===== src/rtl/mul_div_unit.sv =====
`default_nettype none
// ============================================================================
//  Module      : mul_div_unit
//  Description : Iterative multiply/divide unit owning the HI/LO registers.
//                MULT/MULTU use radix-2 shift-add, DIV/DIVU use restoring
//                division, one bit per cycle; MTHI/MTLO write in one cycle.
//  Revision    : 1.0 - initial release
// ============================================================================
module mul_div_unit #(
    parameter int WIDTH = 32
) (
    input  logic             clk,
    input  logic             reset,
    input  logic             start,
    input  logic [2:0]       MDCode,
    input  logic [WIDTH-1:0] A,
    input  logic [WIDTH-1:0] B,
    output logic [WIDTH-1:0] HI,
    output logic [WIDTH-1:0] LO,
    output logic             busy
);

    localparam int         CNT_W      = $clog2(WIDTH);
    localparam logic [2:0] c_md_mult  = 3'b001;
    localparam logic [2:0] c_md_multu = 3'b010;
    localparam logic [2:0] c_md_div   = 3'b011;
    localparam logic [2:0] c_md_divu  = 3'b100;
    localparam logic [2:0] c_md_mthi  = 3'b101;
    localparam logic [2:0] c_md_mtlo  = 3'b110;
    localparam logic [CNT_W-1:0] c_cnt_last = {CNT_W{1'b1}};

    typedef enum logic [1:0] {
        ST_IDLE = 2'd0,
        ST_CALC = 2'd1,
        ST_FIX  = 2'd2
    } state_t;

    state_t               r_state;
    state_t               w_state_next;
    logic [CNT_W-1:0]     r_cnt;
    logic [2*WIDTH-1:0]   r_work;
    logic [WIDTH-1:0]     r_opnd;
    logic                 r_is_div;
    logic                 r_sign_a;
    logic                 r_neg_res;
    logic                 r_div0;
    logic [WIDTH-1:0]     r_hi;
    logic [WIDTH-1:0]     r_lo;
    logic                 r_busy;

    // Operation decode for an instruction arriving while idle
    logic w_idle;
    logic w_is_signed;
    logic w_is_div;
    logic w_launch;
    logic w_a_neg;
    logic w_b_neg;
    logic [WIDTH-1:0] w_mag_a;
    logic [WIDTH-1:0] w_mag_b;

    assign w_idle      = (r_state == ST_IDLE);
    assign w_is_signed = (MDCode == c_md_mult) || (MDCode == c_md_div);
    assign w_is_div    = (MDCode == c_md_div)  || (MDCode == c_md_divu);
    assign w_launch    = w_idle && start &&
                         ((MDCode == c_md_mult) || (MDCode == c_md_multu) ||
                          (MDCode == c_md_div)  || (MDCode == c_md_divu));
    assign w_a_neg     = w_is_signed && A[WIDTH-1];
    assign w_b_neg     = w_is_signed && B[WIDTH-1];
    assign w_mag_a     = w_a_neg ? (~A + 1'b1) : A;
    assign w_mag_b     = w_b_neg ? (~B + 1'b1) : B;

    // One shift-add multiply step: conditional add into the upper half, then shift right
    logic [WIDTH:0]       w_mul_sum;
    logic [2*WIDTH-1:0]   w_mul_step;
    assign w_mul_sum  = r_work[0] ? ({1'b0, r_work[2*WIDTH-1:WIDTH]} + {1'b0, r_opnd})
                                  : {1'b0, r_work[2*WIDTH-1:WIDTH]};
    assign w_mul_step = {w_mul_sum, r_work[WIDTH-1:1]};

    // One restoring divide step: shift the next dividend bit in, trial-subtract the divisor
    logic [WIDTH:0]       w_rem_sh;
    logic [WIDTH+1:0]     w_trial;
    logic                 w_q_bit;
    logic [WIDTH-1:0]     w_rem_new;
    logic [2*WIDTH-1:0]   w_div_step;
    assign w_rem_sh   = {r_work[2*WIDTH-1:WIDTH], r_work[WIDTH-1]};
    assign w_trial    = {1'b0, w_rem_sh} - {2'b00, r_opnd};
    assign w_q_bit    = ~w_trial[WIDTH+1];
    assign w_rem_new  = w_q_bit ? w_trial[WIDTH-1:0] : w_rem_sh[WIDTH-1:0];
    assign w_div_step = {w_rem_new, r_work[WIDTH-2:0], w_q_bit};

    // Sign correction applied at the final write; a zero divisor keeps the all-ones quotient
    logic [2*WIDTH-1:0]   w_prod_fix;
    logic [WIDTH-1:0]     w_quot_fix;
    logic [WIDTH-1:0]     w_rem_fix;
    assign w_prod_fix = r_neg_res ? (~r_work + 1'b1) : r_work;
    assign w_quot_fix = (r_neg_res && !r_div0) ? (~r_work[WIDTH-1:0] + 1'b1)
                                               : r_work[WIDTH-1:0];
    assign w_rem_fix  = r_sign_a ? (~r_work[2*WIDTH-1:WIDTH] + 1'b1)
                                 : r_work[2*WIDTH-1:WIDTH];

    // State register
    always_ff @(posedge clk) begin
        if (reset) begin
            r_state <= ST_IDLE;
        end else begin
            r_state <= w_state_next;
        end
    end

    // Next-state logic
    always_comb begin
        w_state_next = r_state;
        case (r_state)
            ST_IDLE: if (w_launch) w_state_next = ST_CALC;
            ST_CALC: if (r_cnt == c_cnt_last) w_state_next = ST_FIX;
            ST_FIX:  w_state_next = ST_IDLE;
            default: w_state_next = ST_IDLE;
        endcase
    end

    // Busy flag registered alongside the state so it equals (state != IDLE)
    always_ff @(posedge clk) begin
        if (reset) begin
            r_busy <= 1'b0;
        end else begin
            r_busy <= (w_state_next != ST_IDLE);
        end
    end

    // Operand latch and per-cycle iteration of the working register
    always_ff @(posedge clk) begin
        if (reset) begin
            r_cnt     <= '0;
            r_work    <= '0;
            r_opnd    <= '0;
            r_is_div  <= 1'b0;
            r_sign_a  <= 1'b0;
            r_neg_res <= 1'b0;
            r_div0    <= 1'b0;
        end else if (w_launch) begin
            r_cnt     <= '0;
            r_is_div  <= w_is_div;
            r_sign_a  <= w_a_neg;
            r_neg_res <= w_a_neg ^ w_b_neg;
            r_div0    <= w_is_div && (B == '0);
            if (w_is_div) begin
                r_work <= {{WIDTH{1'b0}}, w_mag_a};
                r_opnd <= w_mag_b;
            end else begin
                r_work <= {{WIDTH{1'b0}}, w_mag_b};
                r_opnd <= w_mag_a;
            end
        end else if (r_state == ST_CALC) begin
            r_cnt  <= r_cnt + 1'b1;
            r_work <= r_is_div ? w_div_step : w_mul_step;
        end
    end

    // Architectural HI/LO: single-cycle moves when idle, results at the FIX edge
    always_ff @(posedge clk) begin
        if (reset) begin
            r_hi <= '0;
            r_lo <= '0;
        end else if (r_state == ST_FIX) begin
            if (r_is_div) begin
                r_hi <= w_rem_fix;
                r_lo <= w_quot_fix;
            end else begin
                r_hi <= w_prod_fix[2*WIDTH-1:WIDTH];
                r_lo <= w_prod_fix[WIDTH-1:0];
            end
        end else if (w_idle && start) begin
            if (MDCode == c_md_mthi) r_hi <= A;
            if (MDCode == c_md_mtlo) r_lo <= A;
        end
    end

    assign HI   = r_hi;
    assign LO   = r_lo;
    assign busy = r_busy;

endmodule
`default_nettype wire


===== config.mk =====
export PLATFORM = sky130hd
export DESIGN_NAME = mul_div_unit
export DESIGN_NICKNAME = d
export VERILOG_FILES = /design/src/rtl/mul_div_unit.sv
export SDC_FILE = /design/constraint.sdc
export NUM_CORES = 1
export LEC_CHECK = 0
export ABC_CLOCK_PERIOD_IN_PS = 4320
export CAP_MARGIN = 20
export CORE_MARGIN = 5
export CORE_UTILIZATION = 40
export DETAILED_ROUTE_END_ITERATION = 10
export GPL_ROUTABILITY_DRIVEN = 0
export PLACE_DENSITY_LB_ADDON = 0.1
export SLEW_MARGIN = 0
export SYNTH_ARGS = -nofsm -noshare
export SYNTH_HDL_FRONTEND = slang
export SYNTH_SLANG_ARGS = --single-unit

===== constraint.sdc =====
create_clock -name clk -period 4.32 [get_ports clk]
set_clock_uncertainty 0.15 [all_clocks]
set_input_delay 1.296 -clock clk [delete_from_list [all_inputs] [get_ports clk]]
set_output_delay 1.296 -clock clk [all_outputs]
set_load 0.02 [all_outputs]

==> out/results.ini <==
[timing]
rsz0062_at_grt=no
totalNegativeSetupSlack_ns=0
max_freq_mhz=249
final_min_period_over_clock_period_pct=93.0
final-setup-viol-count=0
timing.final.hold_violations=0
slew_viol_final=0
timing.slew.headroom_pct=36.1
slew_worst_pin_ns=0.958
period_needed_ns=4.02
fin_worst_hold_slack_ns=0.317

[route]
drt_first_pass_iters=9
via_per_inst=6.10
routed_vias=15300
avgRoutedWirePerCell_um=23.6
route.final.wire_length_mm=59.1
drt_drc_violations_left=0
drt-initial-drc-count=1491
final_antenna_net_count=0

[cells_and_area]
finalCoreUtilization_pct=48.9
commonest_cells_after_routing_fill_and_taps_aside=sky130_fd_sc_hd__nor2_1 (235), sky130_fd_sc_hd__dfxtp_1 (170), sky130_fd_sc_hd__a21oi_1 (170)
antennaDiodeCount=0
final_cells=2504
final_common_cell=sky130_fd_sc_hd__nor2_1
layout-area-overhead-vs-synth_pct=20.8
drive_gt1_share_pct=9.01
fin_nets=2172

[setup_path]
setup.worst_path.end_class=flop
required_ns=4.47
worstPathCellList=clkdlybuf4s50_1, or4_4, or3_4, nor3b_2, nand2_1, or4_4, o21ai_0, xnor2_1, a221oi_1, nor3_1
path_class=in2reg
slowest_stage=sky130_fd_sc_hd__or4_4
worstPathMaxFanout=3
crit_path_start_kind=primary input
worst-r2r-setup-slack_ns=0.60
critical_path_arrival_ns=4.16
slowest_delay_ns=0.55
critPathMostFrequentCell=sky130_fd_sc_hd__or4_4

[global_route]
pin_count_of_the_biggest_net_entering_global_routing=94
overflow=0
first_pass_grt_wire_length_mm=88.5
global_route.usage.total_pct=29.1
number_of_antenna_violations_at_the_first_check_in_global_routing=3
grt_pass1_vias=14500

[floorplan]
start_util_pct=40.5
design.core.area_um2=35500
floorplan.die.width_um=200
floorplan.rows=69
die_h_um=200
pin_count=135
design.die.area_um2=39800

[power]
power.ir.vdd_worst_mv=0.289
design_power_total_mw=5.40
cellLeakagePower_nw=7.07
power.density_cell_area_nw_per_um2=311

[clocking]
worst_setup_hold_path_clk_slew_ns=0.07
cts.root.buffer_cell=sky130_fd_sc_hd__clkbuf_16
cts_buffer_depth=2
ctsHtreeMaxLevel=4
cts_tree=done
ctsHoldBuffers=0
postCtsSetupBuffers=0
tritoncts_num_sinks=172
tritoncts.num_buffers=17
clock_insertion_delay_worst_skew_ns=0.44
cts.repair.resized=0

[placement]
port-buffer-count=134
dpl.hpwl_mm=46.4
post-place-cells=2471

[yosys]
synth-async-reset-ratio_pct=0
synth_top_area_cell=sky130_fd_sc_hd__dfxtp_1
synth.cell_area_um2=14400
ys_types=74
ys_seq_elements=172
yosysWarnings=0
ys.flop_type=sky130_fd_sc_hd__dfxtp_1
synth_top_area_cells=sky130_fd_sc_hd__dfxtp_1 (24%), sky130_fd_sc_hd__mux2i_1 (7.0%), sky130_fd_sc_hd__nor2_1 (6.2%)
postSynthCellCount=1891
synth-edff-count=0
synth_top_area_share_pct=24.0
synth_fp_nets=2033
synthesis.area_per_instance_um2=7.60
synth.yosys.seq_area_share_pct=24.0

[status]
outcome=finished, final reports clean

[flow_run]
drv.max_cap_violation_count=0

[hold_path]
hp-class=reg2reg

==> Yosys cell counts, types with 10 or more instances <==
library cell / instances
sky130_fd_sc_hd__a21o_1: 28
sky130_fd_sc_hd__dfxtp_1: 172
sky130_fd_sc_hd__buf_1: 22
sky130_fd_sc_hd__nand3_1: 19
sky130_fd_sc_hd__inv_1: 62
sky130_fd_sc_hd__o21bai_1: 10
sky130_fd_sc_hd__a222oi_1: 25
sky130_fd_sc_hd__ha_1: 70
sky130_fd_sc_hd__or4_1: 10
sky130_fd_sc_hd__a211oi_1: 77
sky130_fd_sc_hd__or3_1: 17
sky130_fd_sc_hd__xor2_1: 75
sky130_fd_sc_hd__and2_1: 15
sky130_fd_sc_hd__nor4_1: 24
sky130_fd_sc_hd__o31ai_1: 24
sky130_fd_sc_hd__nor2_1: 237
sky130_fd_sc_hd__nor2b_1: 14
sky130_fd_sc_hd__a22oi_1: 13
sky130_fd_sc_hd__xnor2_1: 95
sky130_fd_sc_hd__o211ai_1: 15
sky130_fd_sc_hd__a221oi_1: 29
sky130_fd_sc_hd__nand4_1: 18
sky130_fd_sc_hd__mux2_2: 10
sky130_fd_sc_hd__clkbuf_1: 109
sky130_fd_sc_hd__a21oi_1: 170
sky130_fd_sc_hd__nand2_1: 115
sky130_fd_sc_hd__nand2b_1: 18
sky130_fd_sc_hd__nor3_1: 62
sky130_fd_sc_hd__o21ai_0: 100
sky130_fd_sc_hd__and3_1: 13
sky130_fd_sc_hd__mux2i_1: 100
sky130_fd_sc_hd__a31oi_1: 13
==> final timing paths <==
kind / cells past startpoint / to / from
setup / recovery: 10 / r_work[27] / A[16]
hold reg to reg: 2 / r_cnt[4] / r_cnt[4]
setup reg to reg: 11 / r_work[60] / r_opnd[10]
hold / removal: 2 / r_cnt[4] / r_cnt[4]
==> state kept, by name (all words and copies together), names as in the netlist <==
name       flops
LO            32
r_sign_a       1
r_div0         1
r_work        64
r_cnt          5
r_is_div       1
r_opnd        32
busy           1
HI            32
r_neg_res      1
r_state        2
==> kinds of logic (layout without fill, tap and decap cells) <==
family                     after synthesis  count (layout)  synth area share (%)
AOI/OAI and AO/OA                      581             581                  27.0
xor gates and xnor gates               170             170                  10.4
adders and majority gates               72              72                  6.38
buffers and inverters                  197             349                  5.23
DFF                                    172             172                  24.0
muxes                                  110             110                  7.75
and+or+nand+nor                        589             589                  19.3
==> report_power, final <==
group          switching [mW]  total [mW]  internal (mW)
clock network           0.741        1.66          0.920
logic                    1.16        1.92          0.765
registers               0.145        1.82           1.67
total                    2.04        5.40           3.36
==> per-layer routing <==
metal / global-route usage, % / vias up / share of wire (%)
li1: - / 7244 / -
met5: 0 / - / 0.036
met4: 10.8 / 4 / 3.9
met3: 4.69 / 112 / 6.3
met1: 38.2 / 7360 / 43
met2: 48.2 / 543 / 46
==> worst max-delay path, delay by kind of cell <==
| kind | cells | cell delay (ns) |
|---|---|---|
| and+or+nand+nor | 6 | 1.85 |
| AOI/OAI and AO/OA | 2 | 0.48 |
| buffers and inverters | 1 | 0.42 |
| xor gates and xnor gates | 1 | 0.11 |
==> through the flow <==
| stage | cell area, µm² | setup slack (ns) |
|---|---|---|
| finish | 17400 | 0.303 |
| global route | 17400 | 0.190 |
| CTS | 17400 | 0.314 |
| detailed placement | 16800 | -0.147 |
| global placement | 16800 | -0.163 |
| floorplan | 14400 | 0.517 |
==> final cells by class <==
class,count,area (µm²)
clock buffers,20,437
multi-input cells,1522,10200
clock inverters,12,163
flip-flops and latches,172,3450
inverters,62,233
fillers,3585,18100
repair buffers,255,2310
well taps,461,577
(Power assumes the default switching activity.)
